--- src/rtl/btn_cond_pkg.sv ---
`default_nettype none
// ============================================================================
// Module      : btn_cond_pkg
// Description : Shared definitions for the push-button conditioner: per-channel
//               state encoding and the counter-width helper.
// Revision    : 1.0 - initial release
// ============================================================================
package btn_cond_pkg;

    // Per-channel state encoding (5 states in 3 bits)
    localparam int unsigned c_STATE_W = 3;
    typedef logic [c_STATE_W-1:0] btn_state_t;

    localparam btn_state_t c_ST_RELEASED   = 3'd0;
    localparam btn_state_t c_ST_PRESS_DB   = 3'd1;
    localparam btn_state_t c_ST_PRESSED    = 3'd2;
    localparam btn_state_t c_ST_LONG       = 3'd3;
    localparam btn_state_t c_ST_RELEASE_DB = 3'd4;

    // Width of a counter that must hold every value up to and including max_val
    function automatic int f_cnt_width(input int unsigned max_val);
        f_cnt_width = $clog2(max_val) + 1;
    endfunction

endpackage
`default_nettype wire

--- src/rtl/btn_debounce_channel.sv ---
`default_nettype none
// ============================================================================
// Module      : btn_debounce_channel
// Description : One button channel: two-flop synchroniser, press/release
//               debounce FSM, hold and auto-repeat counters, registered pulses.
// Revision    : 1.0 - initial release
// ============================================================================
module btn_debounce_channel
    import btn_cond_pkg::*;
#(
    parameter int unsigned DEBOUNCE_CYCLES = 1000000,
    parameter int unsigned HOLD_CYCLES     = 100000000,
    parameter int unsigned REPEAT_CYCLES   = 20000000
) (
    input  logic clk,
    input  logic rst,
    input  logic i_btn_raw,
    input  logic i_repeat_en,
    output logic o_level,
    output logic o_press,
    output logic o_release,
    output logic o_long,
    output logic o_repeat
);

    localparam int c_DB_W   = f_cnt_width(DEBOUNCE_CYCLES);
    localparam int c_HOLD_W = f_cnt_width(HOLD_CYCLES);
    localparam int c_RPT_W  = f_cnt_width(REPEAT_CYCLES);

    localparam logic [c_DB_W-1:0]   c_DB_LAST   = c_DB_W'(DEBOUNCE_CYCLES);
    localparam logic [c_HOLD_W-1:0] c_HOLD_LAST = c_HOLD_W'(HOLD_CYCLES);
    localparam logic [c_RPT_W-1:0]  c_RPT_LAST  = c_RPT_W'(REPEAT_CYCLES);

    // A single stable sample is already enough to accept an edge
    localparam bit c_DB_SINGLE = (DEBOUNCE_CYCLES <= 1);
    // Long-press and repeat are switched off entirely when the hold time is 0
    localparam bit c_HOLD_EN   = (HOLD_CYCLES != 0);

    logic                r_meta;
    logic                r_sync;
    btn_state_t          r_state;
    logic                r_from_long;
    logic [c_DB_W-1:0]   r_db_cnt;
    logic [c_HOLD_W-1:0] r_hold_cnt;
    logic [c_RPT_W-1:0]  r_rpt_cnt;
    logic                r_level;
    logic                r_press;
    logic                r_release;
    logic                r_long;
    logic                r_repeat;

    btn_state_t          w_state_nxt;
    logic                w_from_long_nxt;
    logic [c_DB_W-1:0]   w_db_cnt_nxt;
    logic [c_HOLD_W-1:0] w_hold_cnt_nxt;
    logic [c_RPT_W-1:0]  w_rpt_cnt_nxt;
    logic                w_level_nxt;
    logic                w_press_nxt;
    logic                w_release_nxt;
    logic                w_long_nxt;
    logic                w_repeat_nxt;
    logic [c_DB_W-1:0]   w_db_inc;
    logic [c_HOLD_W-1:0] w_hold_inc;
    logic [c_RPT_W-1:0]  w_rpt_inc;

    // Two-flop synchroniser for the asynchronous pin
    always_ff @(posedge clk or posedge rst) begin
        if (rst) begin
            r_meta <= 1'b0;
            r_sync <= 1'b0;
        end else begin
            r_meta <= i_btn_raw;
            r_sync <= r_meta;
        end
    end

    // Next-state, counter and output-pulse decode for the debounce FSM
    always_comb begin
        w_state_nxt     = r_state;
        w_from_long_nxt = r_from_long;
        w_db_cnt_nxt    = r_db_cnt;
        w_hold_cnt_nxt  = r_hold_cnt;
        w_rpt_cnt_nxt   = r_rpt_cnt;
        w_level_nxt     = r_level;
        w_press_nxt     = 1'b0;
        w_release_nxt   = 1'b0;
        w_long_nxt      = 1'b0;
        w_repeat_nxt    = 1'b0;
        w_db_inc        = r_db_cnt + 1'b1;
        w_hold_inc      = r_hold_cnt + 1'b1;
        w_rpt_inc       = r_rpt_cnt + 1'b1;

        case (r_state)
            c_ST_RELEASED: begin
                if (r_sync) begin
                    if (c_DB_SINGLE) begin
                        w_state_nxt    = c_ST_PRESSED;
                        w_level_nxt    = 1'b1;
                        w_press_nxt    = 1'b1;
                        w_hold_cnt_nxt = '0;
                    end else begin
                        w_state_nxt  = c_ST_PRESS_DB;
                        w_db_cnt_nxt = c_DB_W'(1);
                    end
                end
            end

            c_ST_PRESS_DB: begin
                if (!r_sync) begin
                    w_state_nxt = c_ST_RELEASED;
                end else if (w_db_inc == c_DB_LAST) begin
                    w_state_nxt    = c_ST_PRESSED;
                    w_level_nxt    = 1'b1;
                    w_press_nxt    = 1'b1;
                    w_hold_cnt_nxt = '0;
                end else begin
                    w_db_cnt_nxt = w_db_inc;
                end
            end

            c_ST_PRESSED, c_ST_LONG: begin
                if (!r_sync) begin
                    // Counters freeze while the release is being qualified
                    w_from_long_nxt = (r_state == c_ST_LONG);
                    if (c_DB_SINGLE) begin
                        w_state_nxt   = c_ST_RELEASED;
                        w_level_nxt   = 1'b0;
                        w_release_nxt = 1'b1;
                    end else begin
                        w_state_nxt  = c_ST_RELEASE_DB;
                        w_db_cnt_nxt = c_DB_W'(1);
                    end
                end else if (r_state == c_ST_PRESSED) begin
                    if (c_HOLD_EN) begin
                        w_hold_cnt_nxt = w_hold_inc;
                        if (w_hold_inc == c_HOLD_LAST) begin
                            w_state_nxt   = c_ST_LONG;
                            w_long_nxt    = 1'b1;
                            w_repeat_nxt  = i_repeat_en;
                            w_rpt_cnt_nxt = '0;
                        end
                    end
                end else begin
                    // hold_cnt stays at its terminal value while in LONG
                    if (w_rpt_inc == c_RPT_LAST) begin
                        w_rpt_cnt_nxt = '0;
                        w_repeat_nxt  = i_repeat_en;
                    end else begin
                        w_rpt_cnt_nxt = w_rpt_inc;
                    end
                end
            end

            c_ST_RELEASE_DB: begin
                if (r_sync) begin
                    w_state_nxt = r_from_long ? c_ST_LONG : c_ST_PRESSED;
                end else if (w_db_inc == c_DB_LAST) begin
                    w_state_nxt   = c_ST_RELEASED;
                    w_level_nxt   = 1'b0;
                    w_release_nxt = 1'b1;
                end else begin
                    w_db_cnt_nxt = w_db_inc;
                end
            end

            default: begin
                w_state_nxt = c_ST_RELEASED;
                w_level_nxt = 1'b0;
            end
        endcase
    end

    // FSM state, counters and registered outputs
    always_ff @(posedge clk or posedge rst) begin
        if (rst) begin
            r_state     <= c_ST_RELEASED;
            r_from_long <= 1'b0;
            r_db_cnt    <= '0;
            r_hold_cnt  <= '0;
            r_rpt_cnt   <= '0;
            r_level     <= 1'b0;
            r_press     <= 1'b0;
            r_release   <= 1'b0;
            r_long      <= 1'b0;
            r_repeat    <= 1'b0;
        end else begin
            r_state     <= w_state_nxt;
            r_from_long <= w_from_long_nxt;
            r_db_cnt    <= w_db_cnt_nxt;
            r_hold_cnt  <= w_hold_cnt_nxt;
            r_rpt_cnt   <= w_rpt_cnt_nxt;
            r_level     <= w_level_nxt;
            r_press     <= w_press_nxt;
            r_release   <= w_release_nxt;
            r_long      <= w_long_nxt;
            r_repeat    <= w_repeat_nxt;
        end
    end

    assign o_level   = r_level;
    assign o_press   = r_press;
    assign o_release = r_release;
    assign o_long    = r_long;
    assign o_repeat  = r_repeat;

endmodule
`default_nettype wire

--- src/rtl/btn_conditioner.sv ---
`default_nettype none
// ============================================================================
// Module      : btn_conditioner
// Description : Multi-channel push-button front end; one independent
//               debounce channel per button.
// Revision    : 1.0 - initial release
// ============================================================================
module btn_conditioner
    import btn_cond_pkg::*;
#(
    parameter int unsigned NUM_BTN         = 2,
    parameter int unsigned DEBOUNCE_CYCLES = 1000000,
    parameter int unsigned HOLD_CYCLES     = 100000000,
    parameter int unsigned REPEAT_CYCLES   = 20000000
) (
    input  logic               clk,
    input  logic               rst,
    input  logic [NUM_BTN-1:0] btn_raw,
    input  logic [NUM_BTN-1:0] repeat_en,
    output logic [NUM_BTN-1:0] btn_level,
    output logic [NUM_BTN-1:0] btn_press,
    output logic [NUM_BTN-1:0] btn_release,
    output logic [NUM_BTN-1:0] btn_long,
    output logic [NUM_BTN-1:0] btn_repeat
);

    for (genvar i = 0; i < NUM_BTN; i++) begin : g_chan
        btn_debounce_channel #(
            .DEBOUNCE_CYCLES (DEBOUNCE_CYCLES),
            .HOLD_CYCLES     (HOLD_CYCLES),
            .REPEAT_CYCLES   (REPEAT_CYCLES)
        ) u_chan (
            .clk         (clk),
            .rst         (rst),
            .i_btn_raw   (btn_raw[i]),
            .i_repeat_en (repeat_en[i]),
            .o_level     (btn_level[i]),
            .o_press     (btn_press[i]),
            .o_release   (btn_release[i]),
            .o_long      (btn_long[i]),
            .o_repeat    (btn_repeat[i])
        );
    end

endmodule
`default_nettype wire
--- config.mk ---
export PLATFORM = sky130hd
export DESIGN_NAME = btn_conditioner
export DESIGN_NICKNAME = d
export VERILOG_FILES = /design/src/rtl/btn_cond_pkg.sv /design/src/rtl/btn_debounce_channel.sv /design/src/rtl/btn_conditioner.sv
export SDC_FILE = /design/constraint.sdc
export NUM_CORES = 1
export LEC_CHECK = 0
export ABC_AREA = 1
export BUFFER_PORTS_ARGS = -buffer_cell sky130_fd_sc_hd__buf_2
export CAP_MARGIN = 20
export CORE_ASPECT_RATIO = 0.7
export CORE_UTILIZATION = 40
export CTS_CLUSTER_DIAMETER = 150
export DETAILED_ROUTE_END_ITERATION = 10
export PLACE_DENSITY_LB_ADDON = 0.08
export SYNTH_ARGS = -nofsm -noshare
export SYNTH_HDL_FRONTEND = slang
export SYNTH_SLANG_ARGS = --single-unit
--- constraint.sdc ---
create_clock -name clk -period 9.9 [get_ports clk]
set_input_delay 0.99 -clock clk [delete_from_list [all_inputs] [get_ports clk]]
set_output_delay 0.99 -clock clk [all_outputs]
set_load 0.02 [all_outputs]
==> flow_summary.yaml <==
drt:
  drt_iter0_drc: 712
  wl_microns: 31000
  routedWlPerCell_microns: 13.2
  via_per_inst: 4.92
  antenna_left: 0
  drc: 0
  via_count: 11600
  first_pass_iters: 5
worst_setup_path:
  cp_slowest_stage_delay_ns: 0.57
  crit_top_cell: "nand2_1"
  worstPathRequired_ns: 10.25
  startpoint_type: "flip-flop"
  cp_cell_sequence: "ha_1, nand3_1, inv_2, nand2_2, nor2_1, nand2_1, nand2_1, nand2_1, nor2_1, nand2_1, nor2_1, nand3_1, nand2_1, inv_1, o21ai_0"
  end_kind: "flip-flop"
  crit_slowest_cell: "nand2_1"
  critPathArrivalTime_ns: 3.57
  worst-setup-path-type: "reg2reg"
  cp_max_fo: 23
pwr:
  irDropWorstVdd_mv: 0.134
  leakage_nw: 5.94
  power_mw: 2.11
  powerDensity_nw_per_um2: 161
synth:
  async_flop_share_pct: 100
  synth_edf_count: 0
  synthFlopType: "dfrtp_1"
  synth_warnings: 0
  synth_area_per_cell_sq_um: 6.31
  synth_seq_area_share_pct: 35.2
  syn_area_sq_um: 12200
  synthCells: 1936
  synth_seq_cells: 172
  yosysUniqueCellTypes: 41
  synth_fp_nets: 1948
timing:
  tightest_slew_ns: 0.991
  max_slew_margin_pct: 33.7
  finalMaxSlewViolations: 0
  hold_viol_final: 0
  min_period_ns: 3.22
  post-route-period-util_pct: 32.6
  rsz0062_at_grt: "no"
  finalSetupTns_ns: 0
  clock_skew_ns: 0.00811
  fmax_mhz: 310
  finalSetupViolCount: 0
global_routing:
  antenna_found_initial: 0
  track_usage_pct: 20.9
  grt_pass1_wl_microns: 52800
  grt_pass1_vias: 10500
  grt_remaining_overflow: 0
  grt_max_degree: 103
floorplan:
  row_count: 53
  start_util_pct: 40.7
  dieArea_sq_um: 31300
  die_h_microns: 148
  die_x_microns: 211
  io_pins: 16
  core_sq_um: 30000
placement:
  dp_hpwl_microns: 22600
  place_congestion: 0.910
  dp_cells: 2316
  numPortBuffers: 15
run:
  cap_viol_max_count: 0
finish:
  antenna_cells: 0
  areaGrowthSynthToFinish_pct: 7.61
  final_core_util_pct: 43.8
  layout-drive-gt1-share_pct: 6.25
  finalNonFillerCells: 2349
  nets: 1936
clock_tree:
  postCtsSetupBuffers: 0
  insertion_delay_ns: 0.45
  cts_made_buffers: 17
  path_clk_slew_ns: 0.07
  hold_buffers: 0
  cts_max_level: 4
  cts_root_buffer: "clkbuf_16"
  cts_buffer_depth: 2
  cts.sinks: 172
  post_cts_resized: 0
  cts_tree: "yes"
run_status:
  outcome: "complete, no violations"
min_path:
  worstHoldPathType: "reg2reg"
[critical path: cells and delay by family (launching register included)]
kind	cells	cell delay, ns
buffers and inverters	2	0.59
DFF	1	0.44
adders and majority gates	1	0.22
AOI/OAI and AO/OA	1	0.32
and+or+nand+nor	11	1.54
[report_power, final]
part	leakage, nW	internal (mW)	total (mW)	switching (mW)
Combinational	3.27	0.122	0.556	0.434
Clock	0.304	0.436	0.733	0.297
Sequential	2.37	0.752	0.824	0.0716
Total	5.94	1.31	2.11	0.803
[registers in the layout (all words and copies together) (netlist names)]
name and flops:
g_chan.u_chan.r_hold_cnt 56, g_chan.u_chan.r_rpt_cnt 52, g_chan.u_chan.r_db_cnt 42, g_chan.u_chan.r_state 6
g_chan.u_chan.o_level 2, g_chan.u_chan.o_long 2, g_chan.u_chan.o_press 2, g_chan.u_chan.o_release 2
g_chan.u_chan.o_repeat 2, g_chan.u_chan.r_from_long 2, g_chan.u_chan.r_meta 2, g_chan.u_chan.r_sync 2
[area by class of cell]
| type | instances | area (sq um) |
|---|---|---|
| fillers | 3213 | 16900 |
| multi-input cells | 1506 | 6790 |
| flip-flops and latches | 172 | 4300 |
| inverters | 206 | 781 |
| well taps | 412 | 515 |
| clock buffers | 22 | 464 |
| clock inverters | 10 | 164 |
| repair buffers | 21 | 133 |
[through the flow]
step,area [sq um],setup WS (ns),hold WS (ns)
5_1_grt,13200,6.35,0.366
6_report,13200,6.68,0.357
2_1_floorplan,12200,4.25,0.331
3_3_place_gp,12500,6.75,0.338
3_5_place_dp,12500,6.75,0.343
4_1_cts,13100,6.67,0.360
[path summary, 6_finish.rpt]
path / startpoint / endpoint / slack (ns) / depth (start not counted)
max: g_chan[0].u_chan.r_db_cnt[0]$_DFFE_PP0P_ / g_chan[0].u_chan.r_db_cnt[15]$_DFFE_PP0P_ / 6.68 / 15
min: g_chan[1].u_chan.r_meta$_DFF_PP0_ / g_chan[1].u_chan.r_sync$_DFF_PP0_ / 0.36 / 0
max reg2reg: g_chan[0].u_chan.r_db_cnt[0]$_DFFE_PP0P_ / g_chan[0].u_chan.r_db_cnt[15]$_DFFE_PP0P_ / 6.68 / 15
min reg2reg: g_chan[1].u_chan.r_meta$_DFF_PP0_ / g_chan[1].u_chan.r_sync$_DFF_PP0_ / 0.36 / 0
max in group asynchronous: rst / g_chan[0].u_chan.r_rpt_cnt[22]$_DFFE_PP0P_ / 8.07 / 4
min in group asynchronous: rst / g_chan[1].u_chan.r_db_cnt[17]$_DFFE_PP0P_ / 0.65 / 2
[cells in the mapped netlist (all sizes together), types with 15 or more instances]
| library cell | count | share of area (%) |
|---|---|---|
| nor2 | 305 | 10 |
| nand3b | 18 | 1.1 |
| nand3 | 163 | 6.8 |
| clkbuf | 15 | 0.47 |
| xor2 | 15 | 1.1 |
| o21ai | 135 | 5.9 |
| nor3 | 27 | 1.1 |
| dfrtp | 172 | 35 |
| inv | 206 | 6.3 |
| nand4 | 35 | 1.8 |
| nand2 | 753 | 24 |
| buf | 37 | 2.4 |
[placed cells by master, fill, tap and decap left out, drive strengths merged, types with 2 or more instances in the layout]
master / instances
xor2: 15
o21ai: 135
xnor2: 13
a21oi: 7
o31ai: 3
nor3b: 2
nor2: 305
nor3: 27
nor4: 4
ha: 6
bufinv: 4
nand3: 163
o21bai: 8
or2: 3
clkinv: 5
nand3b: 18
dfrtp: 172
o22ai: 5
inv: 206
buf: 21
clkbuf: 22
nand2: 753
nand4: 35
[logic make-up after synthesis]
logic type | count (synthesis) | share of synthesized area, %
AO/OA/AOI/OAI | 161 | 7.47
XOR/XNOR | 28 | 2.01
adder cells (fa/ha/maj) | 6 | 0.614
buffers and inverters | 258 | 9.22
flip-flops | 172 | 35.2
AND/OR/NAND/NOR | 1311 | 45.5
[routing by layer]
| metal | vias up | GRT usage [%] | share of wire (%) |
|---|---|---|---|
| met5 | - | 0 | 0 |
| li1 | 6073 | - | - |
| met3 | 28 | 3.06 | 3.7 |
| met4 | 0 | 5.40 | 1.2 |
| met1 | 5265 | 32.5 | 55 |
| met2 | 198 | 29.7 | 40 |
Power figures use the tool's default switching activity.
